[src/rtl/cpu_defs_pkg.sv]
// rtl/cpu_defs_pkg.sv - shared opcode constants and fetch state encoding
package cpu_defs;

  localparam logic [6:0] OPC_JAL    = 7'b1101111;
  localparam logic [6:0] OPC_BRANCH = 7'b1100011;
  localparam logic [6:0] OPC_JALR   = 7'b1100111;
  localparam logic [6:0] OPC_AUIPC  = 7'b0010111;
  localparam logic [6:0] OPC_LOAD   = 7'b0000011;
  localparam logic [6:0] OPC_STORE  = 7'b0100011;
  localparam logic [6:0] OPC_LUI    = 7'b0110111;

  typedef enum logic [1:0] {
    IDLE  = 2'd0,
    FETCH = 2'd1,
    HOLD  = 2'd2
  } fetch_state_t;

endpackage

[src/rtl/inst_fetcher_predecode.sv]
// rtl/inst_fetcher_predecode.sv - static next-pc prediction (JAL and branches taken)
module fetch_predecode
  import cpu_defs::*;
(
  input  logic [31:0] inst,
  input  logic [31:0] pc,
  output logic [31:0] next_pc
);

  logic [31:0] imm_j;
  logic [31:0] imm_b;

  always_comb begin
    imm_j = {{12{inst[31]}}, inst[19:12], inst[20], inst[30:21], 1'b0};
    imm_b = {{20{inst[31]}}, inst[7], inst[30:25], inst[11:8], 1'b0};
    case (inst[6:0])
      OPC_JAL:    next_pc = pc + imm_j;
      OPC_BRANCH: next_pc = pc + imm_b;
      default:    next_pc = pc + 32'd4;
    endcase
  end

endmodule

[src/rtl/inst_fetcher.sv]
// rtl/inst_fetcher.sv - byte-serial instruction fetch feeding the issue queue
module inst_fetcher
  import cpu_defs::*;
#(
  parameter logic [31:0] RESET_PC   = 32'h0000_0000,
  parameter int          ADDR_WIDTH = 32
) (
  input  logic                  clk_in,
  input  logic                  rst_in,
  input  logic                  rdy_in,
  input  logic                  _clear,
  input  logic [31:0]           _clear_pc,
  input  logic                  _InstFetcher_need_inst,
  output logic [31:0]           _inst_out,
  output logic                  _inst_ready_out,
  output logic [31:0]           _inst_addr,
  output logic                  _mem_req,
  output logic [ADDR_WIDTH-1:0] _mem_a,
  input  logic                  _mem_grant,
  input  logic [7:0]            _mem_din
);

  fetch_state_t          state;
  logic [ADDR_WIDTH-1:0] pc;
  logic [2:0]            byte_cnt;
  logic [31:0]           word_buf;
  logic                  pend_valid;
  logic [1:0]            pend_idx;
  logic                  drop;
  logic [31:0]           next_pc;
  logic                  deliver;

  fetch_predecode u_predecode (
    .inst    (word_buf),
    .pc      (32'(pc)),
    .next_pc (next_pc)
  );

  assign _mem_req = rdy_in && (state == FETCH) && !byte_cnt[2];
  assign _mem_a   = (state == FETCH) ? pc + ADDR_WIDTH'(byte_cnt) : '0;

  // Delivery is combinational on need_inst so the strobe can never outrun the queue's request.
  assign deliver         = rdy_in && !_clear && (state == HOLD) && _InstFetcher_need_inst;
  assign _inst_ready_out = deliver;
  assign _inst_out       = deliver ? word_buf : 32'd0;
  assign _inst_addr      = deliver ? 32'(pc) : 32'd0;

  always_ff @(posedge clk_in) begin
    if (rst_in) begin
      state      <= IDLE;
      pc         <= ADDR_WIDTH'(RESET_PC);
      byte_cnt   <= 3'd0;
      word_buf   <= 32'd0;
      pend_valid <= 1'b0;
      pend_idx   <= 2'd0;
      drop       <= 1'b0;
    end else if (rdy_in) begin
      pend_valid <= _mem_req && _mem_grant;
      pend_idx   <= byte_cnt[1:0];
      // A byte granted during a flush returns next cycle and must not land in the new word.
      drop       <= _clear;
      if (_clear) begin
        pc       <= ADDR_WIDTH'(_clear_pc);
        byte_cnt <= 3'd0;
        state    <= FETCH;
      end else begin
        case (state)
          IDLE: begin
            byte_cnt <= 3'd0;
            state    <= FETCH;
          end
          FETCH: begin
            if (_mem_req && _mem_grant)
              byte_cnt <= byte_cnt + 3'd1;
            if (pend_valid && !drop) begin
              word_buf[{pend_idx, 3'b000} +: 8] <= _mem_din;
              if (pend_idx == 2'd3)
                state <= HOLD;
            end
          end
          HOLD: begin
            if (_InstFetcher_need_inst) begin
              pc       <= ADDR_WIDTH'(next_pc);
              byte_cnt <= 3'd0;
              state    <= FETCH;
            end
          end
          default: state <= IDLE;
        endcase
      end
    end
  end

endmodule

[config.mk]
export PLATFORM = sky130hd
export DESIGN_NAME = inst_fetcher
export DESIGN_NICKNAME = d
export VERILOG_FILES = /design/src/rtl/cpu_defs_pkg.sv /design/src/rtl/inst_fetcher_predecode.sv /design/src/rtl/inst_fetcher.sv
export SDC_FILE = /design/constraint.sdc
export NUM_CORES = 1
export LEC_CHECK = 0
export CELL_PAD_IN_SITES_DETAIL_PLACEMENT = 1
export CELL_PAD_IN_SITES_GLOBAL_PLACEMENT = 1
export CORE_MARGIN = 3
export CORE_UTILIZATION = 38
export CTS_CLUSTER_DIAMETER = 30
export CTS_CLUSTER_SIZE = 8
export DETAILED_ROUTE_END_ITERATION = 8
export MAX_ROUTING_LAYER = met4
export PLACE_DENSITY = 0.93
export REMOVE_ABC_BUFFERS = 1
export SETUP_SLACK_MARGIN = 0.3
export SLEW_MARGIN = 30
export SYNTH_ARGS = -nofsm -noshare
export SYNTH_HDL_FRONTEND = slang
export SYNTH_SLANG_ARGS = --single-unit
[constraint.sdc]
create_clock -name clk_in -period 4.54 [get_ports clk_in]
set_input_delay 1.135 -clock clk_in [delete_from_list [all_inputs] [get_ports clk_in]]
set_output_delay 1.135 -clock clk_in [all_outputs]
set_load 0.1 [all_outputs]
==> results of run 1 <==
[metal layers]
metal,vias to the layer above,wire length (µm),track usage [%]
li1,3826,-,-
met1,4129,13000,40.4
met2,498,14800,49.4
met3,141,2700,4.84
met4,0,1690,16.6
met5,-,0,-
[power breakdown]
part,switching [W],internal (W),leakage (nW)
combinational,0.000222,0.000126,3.06
clock,0.000317,0.000403,0.136
sequential,0.0000416,0.000659,0.594
total,0.000580,0.00119,3.79
[synth_stat cells, types with 3 or more instances]
| cell type | number |
|---|---|
| o21ai_1 | 12 |
| nand2b_1 | 6 |
| inv_1 | 20 |
| a31oi_1 | 12 |
| o2111ai_1 | 3 |
| nand4_1 | 17 |
| and3_1 | 10 |
| o211ai_1 | 9 |
| a211o_1 | 5 |
| mux2i_1 | 3 |
| a41oi_1 | 3 |
| xor2_1 | 27 |
| nor2_1 | 107 |
| or4_1 | 3 |
| a211oi_1 | 30 |
| o21ai_0 | 25 |
| nand2_1 | 100 |
| a21o_1 | 29 |
| and4_1 | 4 |
| mux2_2 | 5 |
| o21a_1 | 6 |
| a21oi_1 | 104 |
| ha_1 | 44 |
| nand3_1 | 68 |
| xnor2_1 | 38 |
| dfxtp_1 | 73 |
| and2_1 | 66 |
| nor3_1 | 34 |
| nor4_1 | 6 |
| clkbuf_1 | 51 |
| buf_1 | 5 |
| or3_1 | 8 |
| nor2b_1 | 6 |
| o22ai_1 | 3 |
| a221oi_1 | 3 |
| nor3b_1 | 7 |
| buf_2 | 14 |
[critical path, cell delays in order (launching register included)]
cell	delay [ns]
dfxtp_1	0.41
ha_1	0.21
fa_1	0.23
a21o_1	0.22
nand4_1	0.32
nor2_4	0.27
nand3_4	0.18
nor2_1	0.23
nand2_1	0.13
xor2_1	0.16
nor2_1	0.19
buf_12	0.20
[worst paths after layout]
kind | start | endpoint | cells past startpoint
worst max-delay path | byte_cnt[0] | _mem_a[28] | 11
worst min-delay path | word_buf[20] | word_buf[20] | 2
worst max register to register | word_buf[1] | pc[29] | 13
worst min register to register | word_buf[20] | word_buf[20] | 2
[layout by cell type (no fill, tap or decap), types with 4 or more instances in the layout]
master	netlist	routed
or3_1	8	8
clkdlybuf4s50_1	0	44
nor2_1	107	104
nor4_1	6	6
a31oi_1	12	12
buf_12	0	73
a211oi_1	30	30
ha_1	44	44
dfxtp_1	73	72
nand2_1	100	100
mux2_2	5	5
xnor2_1	38	38
o211ai_1	9	9
and3_1	10	10
a21oi_1	104	104
o21a_1	6	6
buf_4	1	49
and2_1	66	66
clkbuf_16	0	9
nor3b_1	7	6
nor2b_1	6	6
and4_1	4	4
o21ai_1	12	11
o21ai_0	25	25
a21o_1	29	29
inv_1	20	20
nand3_1	68	65
nand2b_1	6	6
a211o_1	5	5
nand4_1	17	17
xor2_1	27	27
nor3_1	34	32
[final cells by class]
class,count,area (µm²)
timing repair buffer,169,2290
multi-input combinational,843,5300
tap,229,287
sequential,73,1460
inverter,21,78.8
clock buffer,13,260
clock inverter,3,25.0
fill,2165,8390
[metrics by stage]
step	std cells	cell area, µm²	worst slack [ns]
floorplan	937	6770	-0.219
global placement	1334	9340	0.673
detailed placement	1334	9340	0.549
CTS	1350	9640	0.315
global route	1351	9700	0.162
finish	1351	9700	0.302
[state kept, by name, summed over array words and instances, names as in the netlist]
signal,cells
byte_cnt,3
drop,1
pc,32
pend_idx,2
pend_valid,1
state,2
word_buf,32
[kinds of logic (layout without fill, tap and decap cells)]
logic type               Yosys count  count (layout)  share of synthesized area, %
AO/OA/AOI/OAI                    272             272                          25.0
XOR/XNOR                          65              65                          8.06
adder cells (fa/ha/maj)           46              46                          8.36
buffers and inverters             92             206                          5.19
flip-flops                        73              73                          20.7
multiplexers                       8               8                          1.22
AND/OR/NAND/NOR                  452             452                          31.5
[repair_timing]
action                                  4_1_cts  5_1_grt
endpoints found under the setup margin        4       12
buffers inserted                              0        1
resized for setup                             2       10
pin swaps                                     0        1
==> summary.txt, run 1 <==
Routing
  • DR WL/cell: 23.8 µm
  • Drt total wl: 32,200 µm
  • 1st-iter DRT viols: 963
  • Initial DRT Pass Iterations: 5
  • Vias/cell: 6.36
  • Detail Route Antenna Nets: 0
  • # DRC: 0
  • Via count: 8,594

GRT
  • Vias in the first global route: 8,811
  • Initial antenna violation count: 0
  • First-pass GRT wire length: 49,500 µm
  • Overall global routing resource usage: 31.9%
  • Total grt overflow: 0
  • Largest net degree at the start of global routing: 50

Clock network
  • Num CTS Buffers: 9
  • CTS tree: yes
  • CTS sink count: 73
  • H-Tree Depth: 3
  • CTS Hold Buffers Added: 0
  • Clock buffer depth: 2
  • Clock root cell: clkbuf_16
  • Clock transition at path regs: 0.06 ns
  • Skew-Pair Late Insertion Delay: 0.36 ns

Critical path
  • CP Data Arrival Time: 3.10 ns
  • WP data required: 3.40 ns
  • Worst setup SP type: flop
  • Critical path type: flop to output port
  • Worst Setup End Kind: output port
  • Crit-path max FO: 6
  • Reg2Reg Setup Slack: 0.52 ns

Floorplanning
  • Die width: 142 µm
  • CORE AREA: 18,100 µm²
  • IO Pins: 144
  • Site Rows: 49
  • Initial cell density of the core: 39.0%
  • Die Y: 142 µm
  • Total Die Area: 20,300 µm²

Timing
  • RSZ-0062 raised after global routing: yes
  • Minimum clock period: 4.24 ns
  • Final setup viols: 0
  • Period utilization: 93.4%
  • Clock Skews: 0.00913 ns
  • Slew at the pin closest to its max-slew limit: 1.14 ns
  • Final TNS setup: 0 ns
  • Max transition margin: 23.2%
  • Max Slew Vio Count: 0
  • Max frequency: 236 MHz
  • Hold Slack: 0.478 ns
  • Final Hold Vio Count: 0

Place
  • DP HPWL: 23,900 µm
  • Port-buffer cells: 143
  • Gpl congestion: 0.952

Yosys
  • Synth area leader: dfxtp_1
  • Async SR Flop Fraction: 0%
  • Number of synthesized flops with an enable pin: 0
  • Top cells by area, synth: dfxtp_1 (21%), ha_1 (7.8%), a21oi_1 (7.4%)
  • Synthesized flop and latch total: 73
  • Post-Syn Area: 7060 µm²
  • Syn Area/Cell: 7.01 µm²
  • Unique masters post-synth: 72
  • Post-synth top area share: 20.7%
  • Predominant post-synthesis flop cell: dfxtp_1
  • Gate Count Post-Synth: 1,008
  • Post-synthesis sequential area ratio: 20.7%
  • Synth warnings: 0

Power and ir drop
  • P_leak: 3.79 nW
  • Max VDD drop: 0.000181 V
  • Pwr Density: 182 nW/µm²
  • Total power: 0.00177 W

Min path
  • Worst Hold Class: flop to flop

Layout
  • Util after Layout: 53.6%
  • Antenna Cells: 0
  • Share of layout cells above drive strength 1: 14.8%
  • Syn-to-layout area delta: 37.3%
  • Nets: 1,209

Flow run
  • Max_cap viols: 0

Status
  • Status: completed
Power figures use the tool's default switching activity.
==> run 2, diff against run 1 <==
- CTS_CLUSTER_DIAMETER: 30 -> default
- GPL_ROUTABILITY_DRIVEN: default -> 0
==> summary.txt, run 2 (synthesis results as in run 1) <==
Timing
  • Final TNS setup: 0 ns (unchanged)
  • Minimum clock period: 4.21 ns (-0.0280 ns)
  • Clock Skews: 0.00731 ns (-0.00182 ns)
  • Final Hold Vio Count: 0 (unchanged)
  • Max Slew Vio Count: 0 (unchanged)
  • Max transition margin: 30.2% (+7.0 points)
  • Final setup viols: 0 (unchanged)
  • Hold Slack: 0.478 ns (+0.000104 ns)
  • RSZ-0062 raised after global routing: no
  • Period utilization: 92.7% (-0.62 points)
  • Max frequency: 238 MHz (+0.66%)
  • Slew at the pin closest to its max-slew limit: 1.04 ns (-0.103 ns)

Min path
  • Worst Hold Class: flop to flop
  • Hold_sp: word_buf[23]
  • Hold Path Depth: 2 (unchanged)
  • Hold EP: word_buf[23]

Floorplanning
  • Die Y: 142 µm (unchanged)
  • CORE AREA: 18,100 µm² (unchanged)
  • Site Rows: 49 (unchanged)
  • Total Die Area: 20,300 µm² (unchanged)
  • IO Pins: 144 (unchanged)
  • Initial cell density of the core: 39.0% (unchanged)
  • Die width: 142 µm (unchanged)

Place
  • Port-buffer cells: 143 (unchanged)
  • DP HPWL: 23,600 µm (-1.0%)

Routing
  • Drt total wl: 32,800 µm (+1.8%)
  • Vias/cell: 6.48 (+1.9%)
  • Initial DRT Pass Iterations: 5 (unchanged)
  • # DRC: 0 (unchanged)
  • Detail Route Antenna Nets: 0 (unchanged)
  • 1st-iter DRT viols: 975 (+1.2%)
  • Via count: 8,744 (+1.7%)
  • DR WL/cell: 24.3 µm (+1.9%)

Critical path
  • Worst Setup End Kind: output port
  • Worst setup SP type: flop
  • Register-to-Register Path Depth: 13 (unchanged)
  • Crit-path max FO: 6 (unchanged)
  • Launching point of the worst reg2reg path: word_buf[4]
  • WP data required: 3.40 ns (about the same)
  • Reg2Reg Setup Slack: 0.43 ns (-0.09 ns)
  • CP Data Arrival Time: 3.08 ns (-0.02 ns)
  • Reg-to-reg critical path endpoint: pc[27]
  • Critical path type: flop to output port

Status
  • Status: completed

Flow run
  • Max_cap viols: 0 (unchanged)

GRT
  • Overall global routing resource usage: 31.8% (-0.19 points)
  • Initial antenna violation count: 0 (unchanged)
  • First-pass GRT wire length: 49,600 µm (+0.33%)
  • Largest net degree at the start of global routing: 50 (unchanged)
  • Total grt overflow: 0 (unchanged)
  • Vias in the first global route: 9,066 (+2.9%)

Power and ir drop
  • Max VDD drop: 0.000195 V (+7.5%)
  • Pwr Density: 182 nW/µm² (-0.13%)
  • Total power: 0.00176 W (-0.42%)
  • P_leak: 3.77 nW (-0.40%)

Clock network
  • Clock root cell: clkbuf_16
  • H-Tree Depth: 3 (unchanged)
  • CTS Hold Buffers Added: 0 (unchanged)
  • Clock transition at path regs: 0.06 ns (about the same)
  • Skew-Pair Late Insertion Delay: 0.35 ns (about the same)
  • Num CTS Buffers: 9 (unchanged)
  • CTS tree: yes
  • CTS sink count: 73 (unchanged)
  • Clock buffer depth: 2 (unchanged)

Layout
  • Fillers: 2,181 (+0.74%)
  • Nets: 1,207 (-0.17%)
  • Biggest regs: pc x32, word_buf x32, byte_cnt x3
  • Share of layout cells above drive strength 1: 14.7% (-0.063 points)
  • Util after Layout: 53.5% (-0.15 points)
  • Most frequent cells in the layout: a21oi_1 (103), nor2_1 (102), nand2_1 (100), dfxtp_1 (72), buf_12 (72)
  • Antenna Cells: 0 (unchanged)
  • Commonest non-fill, non-tap cell in the layout: a21oi_1
  • Syn-to-layout area delta: 37.0%
## run 2: cell count changes in the layout (fill, tap and decap cells not counted)
cell,change
a21oi_1,-1
a21oi_2,+1
nor3b_2,-1
nand3_1,+1
nor2_1,-2
nand3_2,-1
nor2_2,+1
nor2_4,+1
nor3b_1,+1
buf_12,-1
buf_6,-1
## run 2: stage by stage
stage / setup WS, ns / cell area (µm²) / cells
2_1_floorplan: -0.219 / 6770 / 937
5_1_grt: 0.207 / 9670 / 1349
3_5_place_dp: 0.503 / 9310 / 1331
4_1_cts: 0.281 / 9610 / 1347
3_3_place_gp: 0.670 / 9310 / 1331
6_report: 0.329 / 9670 / 1349
## run 2: critical path, cell delays in order (launching register included)
cell and delay (ns):
dfxtp_1 0.40, ha_1 0.22, fa_1 0.24, a21o_1 0.23, nand4_1 0.31, nor2_4 0.28, nand3_4 0.18, or3_1 0.44
a21oi_2 0.20, buf_12 0.21
## run 2: layout make-up
type                            count  area (µm²)  share of cell area, %
Sequential cell                    73        1460                   15.1
Clock inverter                      3        25.0                  0.259
Tap cell                          229         287                   2.96
Timing Repair Buffer              167        2260                   23.4
Inverter                           21        78.8                  0.815
Clock buffer                       13         260                   2.69
Multi-Input combinational cell    843        5300                   54.8
## run 2: repair_timing
action / CTS / global route
resized for setup: 4 / 10
setup buffers: 0 / 2
setup endpoints to repair: 7 / 14
pin swaps: 0 / 2
## run 2: worst max-delay path by stage
stage | from | cells after the start | end | slack, ns
after floorplan | _clear | 4 | _inst_addr[0] | -0.22
after global placement | byte_cnt[0] | 9 | _mem_a[18] | 0.67
after detailed placement | byte_cnt[0] | 11 | _mem_a[28] | 0.50
after CTS | pc[2] | 8 | _mem_a[21] | 0.28
after global routing | byte_cnt[0] | 11 | _mem_a[28] | 0.21
final | byte_cnt[0] | 9 | _mem_a[18] | 0.33
## run 2: layer usage
| layer | GRT usage, % | routed length (µm) |
|---|---|---|
| met1 | 37.7 | 12500 |
| met5 | - | 0 |
| met4 | 17.6 | 1710 |
| met3 | 5.34 | 3150 |
| met2 | 51.2 | 15400 |
## run 2: where the power goes
part / total (W) / internal (W) / switching (W)
Clock: 0.000712 / 0.000403 / 0.000309
Sequential: 0.000706 / 0.000659 / 0.0000475
Combinational: 0.000341 / 0.000123 / 0.000219
